`config.mk`:
```
export PLATFORM = sky130hd
export DESIGN_NAME = piso_serializer
export DESIGN_NICKNAME = d
export VERILOG_FILES = /design/src/rtl/piso_serializer.sv
export SDC_FILE = /design/constraint.sdc
export NUM_CORES = 1
export LEC_CHECK = 0
export BUFFER_PORTS_ARGS = -buffer_cell sky130_fd_sc_hd__buf_2
export CAP_MARGIN = 10
export CORE_AREA = 5 5 42 44
export DETAILED_ROUTE_END_ITERATION = 7
export DIE_AREA = 0 0 47 49
export PLACE_DENSITY = 0.67
export SETUP_SLACK_MARGIN = 0.15
export SLEW_MARGIN = 30
export SYNTH_ARGS = -nofsm -noshare
export SYNTH_HDL_FRONTEND = slang
export SYNTH_SLANG_ARGS = --single-unit
```
`constraint.sdc`:
```
create_clock -name Clk -period 1.2 [get_ports Clk]
set_input_delay 0.18 -clock Clk [delete_from_list [all_inputs] [get_ports Clk]]
set_output_delay 0.18 -clock Clk [all_outputs]
set_load 0.05 [all_outputs]
```
`src/rtl/piso_serializer.sv`:
```
// piso_serializer
//   Parallel-in, serial-out transmitter. Accepts a WIDTH-bit word over a
//   valid/ready handshake, then shifts it out one bit per accepted beat on a
//   serial valid/ready stream, flagging the final beat with Ser_last.
//
// Parameters
//   WIDTH      data bits per word (2..16)
//   LSB_FIRST  1: bit 0 goes out first; 0: bit WIDTH-1 goes out first
//
// Ports
//   Clk        rising-edge clock
//   Rst_l      asynchronous active-low reset
//   D          parallel data word
//   In_valid   D is valid this cycle
//   In_ready   block can accept a word (registered)
//   Ser_ready  downstream accepts the current serial beat
//   Ser_out    current serial bit (registered, 0 while Ser_valid=0)
//   Ser_valid  Ser_out is valid (registered)
//   Ser_last   current beat is the final beat of the word (registered)
//   Busy       a word is in flight (registered)
//
// Build option
//   PISO_SERIALIZER_PARITY_EN  when defined, an extra even-parity beat
//   (XOR of the captured word) follows the data beats and carries Ser_last.

module piso_serializer #(
    parameter int unsigned WIDTH     = 4,
    parameter int unsigned LSB_FIRST = 1
) (
    input  logic             Clk,
    input  logic             Rst_l,
    input  logic [WIDTH-1:0] D,
    input  logic             In_valid,
    output logic             In_ready,
    input  logic             Ser_ready,
    output logic             Ser_out,
    output logic             Ser_valid,
    output logic             Ser_last,
    output logic             Busy
);

    localparam int unsigned CW = $clog2(WIDTH);

`ifdef PISO_SERIALIZER_PARITY_EN
    typedef enum logic [1:0] {
        IDLE  = 2'd0,
        SHIFT = 2'd1,
        PAR   = 2'd2
    } state_t;
    // The parity beat carries Ser_last, so no data beat does.
    localparam logic LAST_ON_DATA = 1'b0;
`else
    typedef enum logic [0:0] {
        IDLE  = 1'b0,
        SHIFT = 1'b1
    } state_t;
    localparam logic LAST_ON_DATA = 1'b1;
`endif

    state_t           state, state_nxt;
    logic [WIDTH-1:0] sreg, sreg_nxt;
    logic [CW-1:0]    cnt, cnt_nxt;
    logic             in_ready_nxt;
    logic             ser_out_nxt;
    logic             ser_valid_nxt;
    logic             ser_last_nxt;
    logic             busy_nxt;

`ifdef PISO_SERIALIZER_PARITY_EN
    logic             parity_q, parity_nxt;
`endif

    // Helper terms for the shift path
    logic [WIDTH-1:0] shifted;
    logic [CW-1:0]    cnt_inc;
    logic             beat;
    logic             final_data;
    logic             first_bit;
    logic             next_bit;

    always_comb begin
        // The register moves toward the bit that goes out next, so the
        // presented bit always sits at the same end of the shifted value.
        if (LSB_FIRST != 0) begin
            shifted   = sreg >> 1;
            first_bit = D[0];
            next_bit  = shifted[0];
        end else begin
            shifted   = sreg << 1;
            first_bit = D[WIDTH-1];
            next_bit  = shifted[WIDTH-1];
        end
        cnt_inc    = cnt + CW'(1);
        beat       = Ser_valid && Ser_ready;
        final_data = (cnt == CW'(WIDTH - 1));
    end

    // Next-state and next-output logic
    always_comb begin
        state_nxt     = state;
        sreg_nxt      = sreg;
        cnt_nxt       = cnt;
        in_ready_nxt  = In_ready;
        ser_out_nxt   = Ser_out;
        ser_valid_nxt = Ser_valid;
        ser_last_nxt  = Ser_last;
        busy_nxt      = Busy;
`ifdef PISO_SERIALIZER_PARITY_EN
        parity_nxt    = parity_q;
`endif

        unique case (state)
            IDLE: begin
                in_ready_nxt  = 1'b1;
                ser_out_nxt   = 1'b0;
                ser_valid_nxt = 1'b0;
                ser_last_nxt  = 1'b0;
                busy_nxt      = 1'b0;
                // In_ready is the registered flag, so the first edge after
                // reset release only raises it and never accepts a word.
                if (In_valid && In_ready) begin
                    state_nxt     = SHIFT;
                    sreg_nxt      = D;
                    cnt_nxt       = '0;
                    in_ready_nxt  = 1'b0;
                    ser_out_nxt   = first_bit;
                    ser_valid_nxt = 1'b1;
                    ser_last_nxt  = 1'b0;
                    busy_nxt      = 1'b1;
`ifdef PISO_SERIALIZER_PARITY_EN
                    parity_nxt    = ^D;
`endif
                end
            end

            SHIFT: begin
                if (beat) begin
                    if (final_data) begin
`ifdef PISO_SERIALIZER_PARITY_EN
                        state_nxt     = PAR;
                        ser_out_nxt   = parity_q;
                        ser_last_nxt  = 1'b1;
`else
                        state_nxt     = IDLE;
                        sreg_nxt      = '0;
                        cnt_nxt       = '0;
                        in_ready_nxt  = 1'b1;
                        ser_out_nxt   = 1'b0;
                        ser_valid_nxt = 1'b0;
                        ser_last_nxt  = 1'b0;
                        busy_nxt      = 1'b0;
`endif
                    end else begin
                        sreg_nxt     = shifted;
                        cnt_nxt      = cnt_inc;
                        ser_out_nxt  = next_bit;
                        ser_last_nxt = LAST_ON_DATA && (cnt_inc == CW'(WIDTH - 1));
                    end
                end
            end

`ifdef PISO_SERIALIZER_PARITY_EN
            PAR: begin
                if (beat) begin
                    state_nxt     = IDLE;
                    sreg_nxt      = '0;
                    cnt_nxt       = '0;
                    in_ready_nxt  = 1'b1;
                    ser_out_nxt   = 1'b0;
                    ser_valid_nxt = 1'b0;
                    ser_last_nxt  = 1'b0;
                    busy_nxt      = 1'b0;
                end
            end
`endif

            default: begin
                state_nxt     = IDLE;
                in_ready_nxt  = 1'b0;
                ser_out_nxt   = 1'b0;
                ser_valid_nxt = 1'b0;
                ser_last_nxt  = 1'b0;
                busy_nxt      = 1'b0;
            end
        endcase
    end

    // State and registered outputs
    always_ff @(posedge Clk or negedge Rst_l) begin
        if (!Rst_l) begin
            state     <= IDLE;
            sreg      <= '0;
            cnt       <= '0;
            In_ready  <= 1'b0;
            Ser_out   <= 1'b0;
            Ser_valid <= 1'b0;
            Ser_last  <= 1'b0;
            Busy      <= 1'b0;
`ifdef PISO_SERIALIZER_PARITY_EN
            parity_q  <= 1'b0;
`endif
        end else begin
            state     <= state_nxt;
            sreg      <= sreg_nxt;
            cnt       <= cnt_nxt;
            In_ready  <= in_ready_nxt;
            Ser_out   <= ser_out_nxt;
            Ser_valid <= ser_valid_nxt;
            Ser_last  <= ser_last_nxt;
            Busy      <= busy_nxt;
`ifdef PISO_SERIALIZER_PARITY_EN
            parity_q  <= parity_nxt;
`endif
        end
    end

endmodule

```
# Word level (Yosys, flattened, before mapping)
# Cells that the tools add are included.
# word_totals
ff_bits,11
output_inout_bits,5
elab_cells,44
# classes
addsub,1
n_eq_ne,5
muxes,26
bitwise_logic,1
reduce_logical,4
# op_table
operator,n
1-bit 2-to-1 mux,13
1-bit case mux with 2 select lines,5
4-bit 2-to-1 mux,2
4-bit case mux with 2 select lines,1
2-bit 2-to-1 mux,3
"2-bit equality test, second input constant",2
"2-bit by 1-bit != test with 1-bit output, second input constant",2
2-bit case mux with 2 select lines,1
2-bit AND reduction,2
3-bit 2-to-1 mux,1
"2-bit by 1-bit adder with 2-bit output, second input constant",1
1-bit logical AND,2
"2-bit != test, second input constant",1
1-bit inverter,1

# Longest topological paths before layout
# logic_depth
word_depth,5
mapped_depth,4
depth_no_buf,4

# Worst setup path before layout
# No wires, ideal clock.
# synth_path
path_type,reg2reg
start,register In_ready
end,register sreg[1]
setup_time_ps,125
t_arrival_ps,1366
t_required_ps,1075
slack_ps,-291
stages_incl_launch_ff,4
period_less_slack_ps,1491
path_cell_list,dfrtp_1 -> nand3b_1 -> and2_4 -> mux2_4
# synth_between
elab_chain_len,3
# synth_rtl
element,line,rtl
"start, declared",34,"output logic In_ready,"
"start signal, assigned",206,In_ready <= in_ready_nxt;
1-bit logical AND,121,if (In_valid && In_ready) begin
2-bit != test (no line),--,
2-bit AND reduction (no line),--,
"end signal, assigned",204,sreg <= sreg_nxt;
"end, declared",61,"logic [WIDTH-1:0] sreg, sreg_nxt;"
# Every way passes these cells.
# A chain may end at the register's enable or synchronous reset.

# Worst setup path in the final report
# layout_path
start,register state
end,register sreg[1]
# layout_between
elab_chain_len,3
elab_cells_between_ends,5
cone_classes,eq/ne: 2; mux: 1; bitwise: 1; reduce/logical: 1
# layout_rtl
element,line,rtl
"start, declared",60,"state_t state, state_nxt;"
"start signal, assigned",203,state <= state_nxt;
1-bit inverter,--,
2-bit != test (no line),--,
2-bit AND reduction (no line),--,
# Parallel ways exist; a longest one is shown, timed or not.

==> impl_metrics.csv <==
group,metric,value,unit
synth,synth.yosys.seq_area_share,50.25,%
cts,worst_skew_pair.late_latency,270,ps
setup_path,timing.critical_path.slowest_cell_delay,400,ps
finish,antenna_cells,0,
cts,ctsRootBufferMaster,"sky130_fd_sc_hd__clkbuf_4",
drt,routedWlPerCell,14.13,microns
synth,synth.avg_cell_area,10.83,sq um
synth,yosys-top-cells-count,"10 x sky130_fd_sc_hd__dfrtp_1, 7 x sky130_fd_sc_hd__nand2_1, 5 x sky130_fd_sc_hd__nand3_1",
die,die-width,47,microns
synth,ys_top_cells_by_area,"sky130_fd_sc_hd__dfrtp_1 50%, sky130_fd_sc_hd__nand2_1 5.3%, sky130_fd_sc_hd__ha_1 5.0%",
cts,clock_slew_seen_by_the_registers_of_the_worst_setup_and_hold_paths,80,ps
synth,yosysUniqueCellTypes,20,
cts,cts_max_level,1,
setup_path,startpoint,"state$_DFF_PN0_",
finish,numnets_final,82,
drt,postRouteWirelength,1229,microns
drt,via_per_inst,4.828,
timing,hold_violations,0,
synth,proportion_of_synthesized_flip_flops_having_asynchronous_set_or_reset,100.0,%
power,power.density,2891,mW/mm^2
timing,worst_slew_pin_slew,241.1,ps
place,io_buffers,12,
drt,drcViolationCount,0,
timing,finalSetupViolCount,0,
setup_path,critPathSlowestCell,"sky130_fd_sc_hd__dfrtp_1",
synth,yosys_warnings,0,
timing,setup_repair_after_global_routing_missed_its_margin,"yes",
hold_path,worst_hold_path_type,"input pin to flip-flop",
place,gp_congestion,0.8164,
drt,num_vias,420,
timing,tns,0,ps
timing,finalWorstPathRequiredPeriod,1189,ps
global_routing,grt_overflow_total,0,
timing,timing.final.max_slew_violations,0,
place,dp_hpwl,844,microns
timing,period_share,99.10,%
synth,syn-cell-area,498.0,sq um
hold_path,min_from,"D[0]",
setup_path,setup.worst_path.start_class,"flip-flop",
setup_path,critical_path_arrival,1340,ps
setup_path,cp_data_required_time,1350,ps
place,worst_slack_placed,-5.293,ps
die,die-area,0.002303,sq mm
finish,ff_latch_area,252.7,sq um
finish,syn_to_final_growth,62.56,%
timing,timing.clock.skew,3.373,ps
timing,timing.final.ws_setup,10.79,ps
die,dieHeight,49,microns
synth,synthesis_stage_register_bit_count,10,
drt,antenna_violating_nets_left,0,
global_routing,grt_util_all_layers,11.68,%
flow_run,drv.max_cap_violation_count,0,
setup_path,timing.rr.start,"state$_DFF_PN0_",
global_routing,antenna_violations_before_repair,0,
power,leakagePower,0.0003843,uW
global_routing,first_pass_grt_wire_length,1904,microns
setup_path,worstSetupEndpointType,"flip-flop",
die,start_util,35.54,%
synth,dominantRegCellSynth,"sky130_fd_sc_hd__dfrtp_1",
die,area_of_the_core_region,0.001401,sq mm
finish,layout.filler_cells,124,
die,row_count,14,
synth,synth_largest_area_cell,"sky130_fd_sc_hd__dfrtp_1",
drt,drt_iter0_drc,11,
cts,clock_tree.buffer_depth,2,
global_routing,grt_max_degree,11,
synth,synth_largest_type_area_fraction,50.25,%
drt,number_of_optimization_iterations_in_the_first_detailed_route_pass,4,
status,outcome,"completed",
timing,max_freq,840.9,MHz
synth,synth_cells,46,
synth,synth-edff-count,0,
die,io_pins,13,
setup_path,timing.setup.critical_path_class,"flip-flop to flip-flop",
global_routing,first_global_vias,439,
cts,tritoncts.num_buffers,3,
cts,numClockSinks,10,
synth,synth.most_common_cell,"sky130_fd_sc_hd__dfrtp_1",
finish,drive_above_1_share,59.15,%
setup_path,worstPathCellList,"nand3b_1, and2_4, mux2_4",
finish,multi_input_comb_area,284.0,sq um
timing,maxSlewHeadroom,83.93,%
power,vdd.ir_drop.worst,1.202,mV
cts,tritoncts,"yes",
synth,syn-num-nets,56,
setup_path,crit_path_max_fanout,3,
[kinds of logic (layout without fill, tap and decap cells)]
family                   Yosys count  count (layout)  share of synthesized area, %
AO/OA/AOI/OAI                      9               9                         12.82
multiplexers                       2               2                         5.024
flip-flops                        10              10                         50.25
adder cells (fa/ha/maj)            2               2                         5.024
AND/OR/NAND/NOR                   18              18                         21.61
buffers and inverters              5              30                         5.275
[worst paths after layout]
path	cells past startpoint	slack, ps	endpoint
worst max-delay path	3	10	sreg[1]$_DFFE_PN0P_
min in group asynchronous	2	300	Ser_out$_DFFE_PN0P_
worst max register to register	3	10	sreg[1]$_DFFE_PN0P_
worst min-delay path	3	140	Ser_out$_DFFE_PN0P_
worst min register to register	1	500	sreg[3]$_DFFE_PN0P_
max in group asynchronous	2	680	Busy$_DFFE_PN0P_
[per-layer routing]
| layer | GRT usage [%] | up-vias | share of wire (%) |
|---|---|---|---|
| li1 | - | 209 | - |
| met1 | 13.90 | 199 | 44 |
| met2 | 18.55 | 12 | 50 |
| met3 | 4.428 | 0 | 5.8 |
| met4 | 4.147 | 0 | 0 |
| met5 | 0 | - | 0 |
[power breakdown]
part,switching [uW],leakage (uW),internal (uW),total (uW)
Clock,133,0.0000210,184,317
Sequential,139,0.000122,498,637
Combinational,707,0.000242,679,1390
Total,979,0.000384,1360,2340
[stage by stage]
stage          instance area [sq um]  power [uW]  std cells  util [%]  hold WS [ps]
2_1_floorplan                  500.5        1288         46         -        -115.6
3_3_place_gp                   603.1        1504         77     43.04         56.23
3_5_place_dp                   603.1        1528         77     43.04         54.03
4_1_cts                        734.5        2127         87     52.41         143.0
5_1_grt                        809.5        2474         87     57.77         132.5
6_report                       809.5        2340         87     57.77         143.9
[sequential cells by signal (all words and copies together) (netlist names)]
name	cells
cnt	2
state	1
In_ready	1
Busy	1
Ser_last	1
sreg	3
Ser_out	1
[placed cells by master (no fill, tap or decap), drive strengths merged]
cell type,instances
dfrtp,10
nand2,7
o22ai,1
nor2b,2
a32oi,1
and2,1
o21a,1
dlygate4sd3,1
ha,2
a21boi,1
buf,22
o2bb2ai,1
mux2,1
nand3b,1
a22o,1
o21ai,3
inv,3
mux2i,1
clkbuf,4
and3b,1
nand3,6
[worst max-delay path: cells and delay by family, from the launching register on]
family / cells / cell delay, ps
muxes: 1 / 300
and+or+nand+nor: 2 / 380
DFF: 1 / 400
[final cells by class]
class                      count  area share, %
sequential                    10          31.22
tap                           16          2.473
timing repair buffer          23          25.04
multi-input combinational     31          35.08
inverter                       3          1.700
clock buffer                   4          4.482
[what timing repair did]
| item | CTS | global route |
|---|---|---|
| hold buffers | 1 | 0 |
| endpoints found under the setup margin | 11 | 12 |
| endpoints found under the hold margin | 10 | 0 |
| resized for setup | 17 | 17 |
| pin swaps | 3 | 6 |
| buffers inserted | 5 | 0 |
No activity file was read; power rests on OpenSTA's default activity.
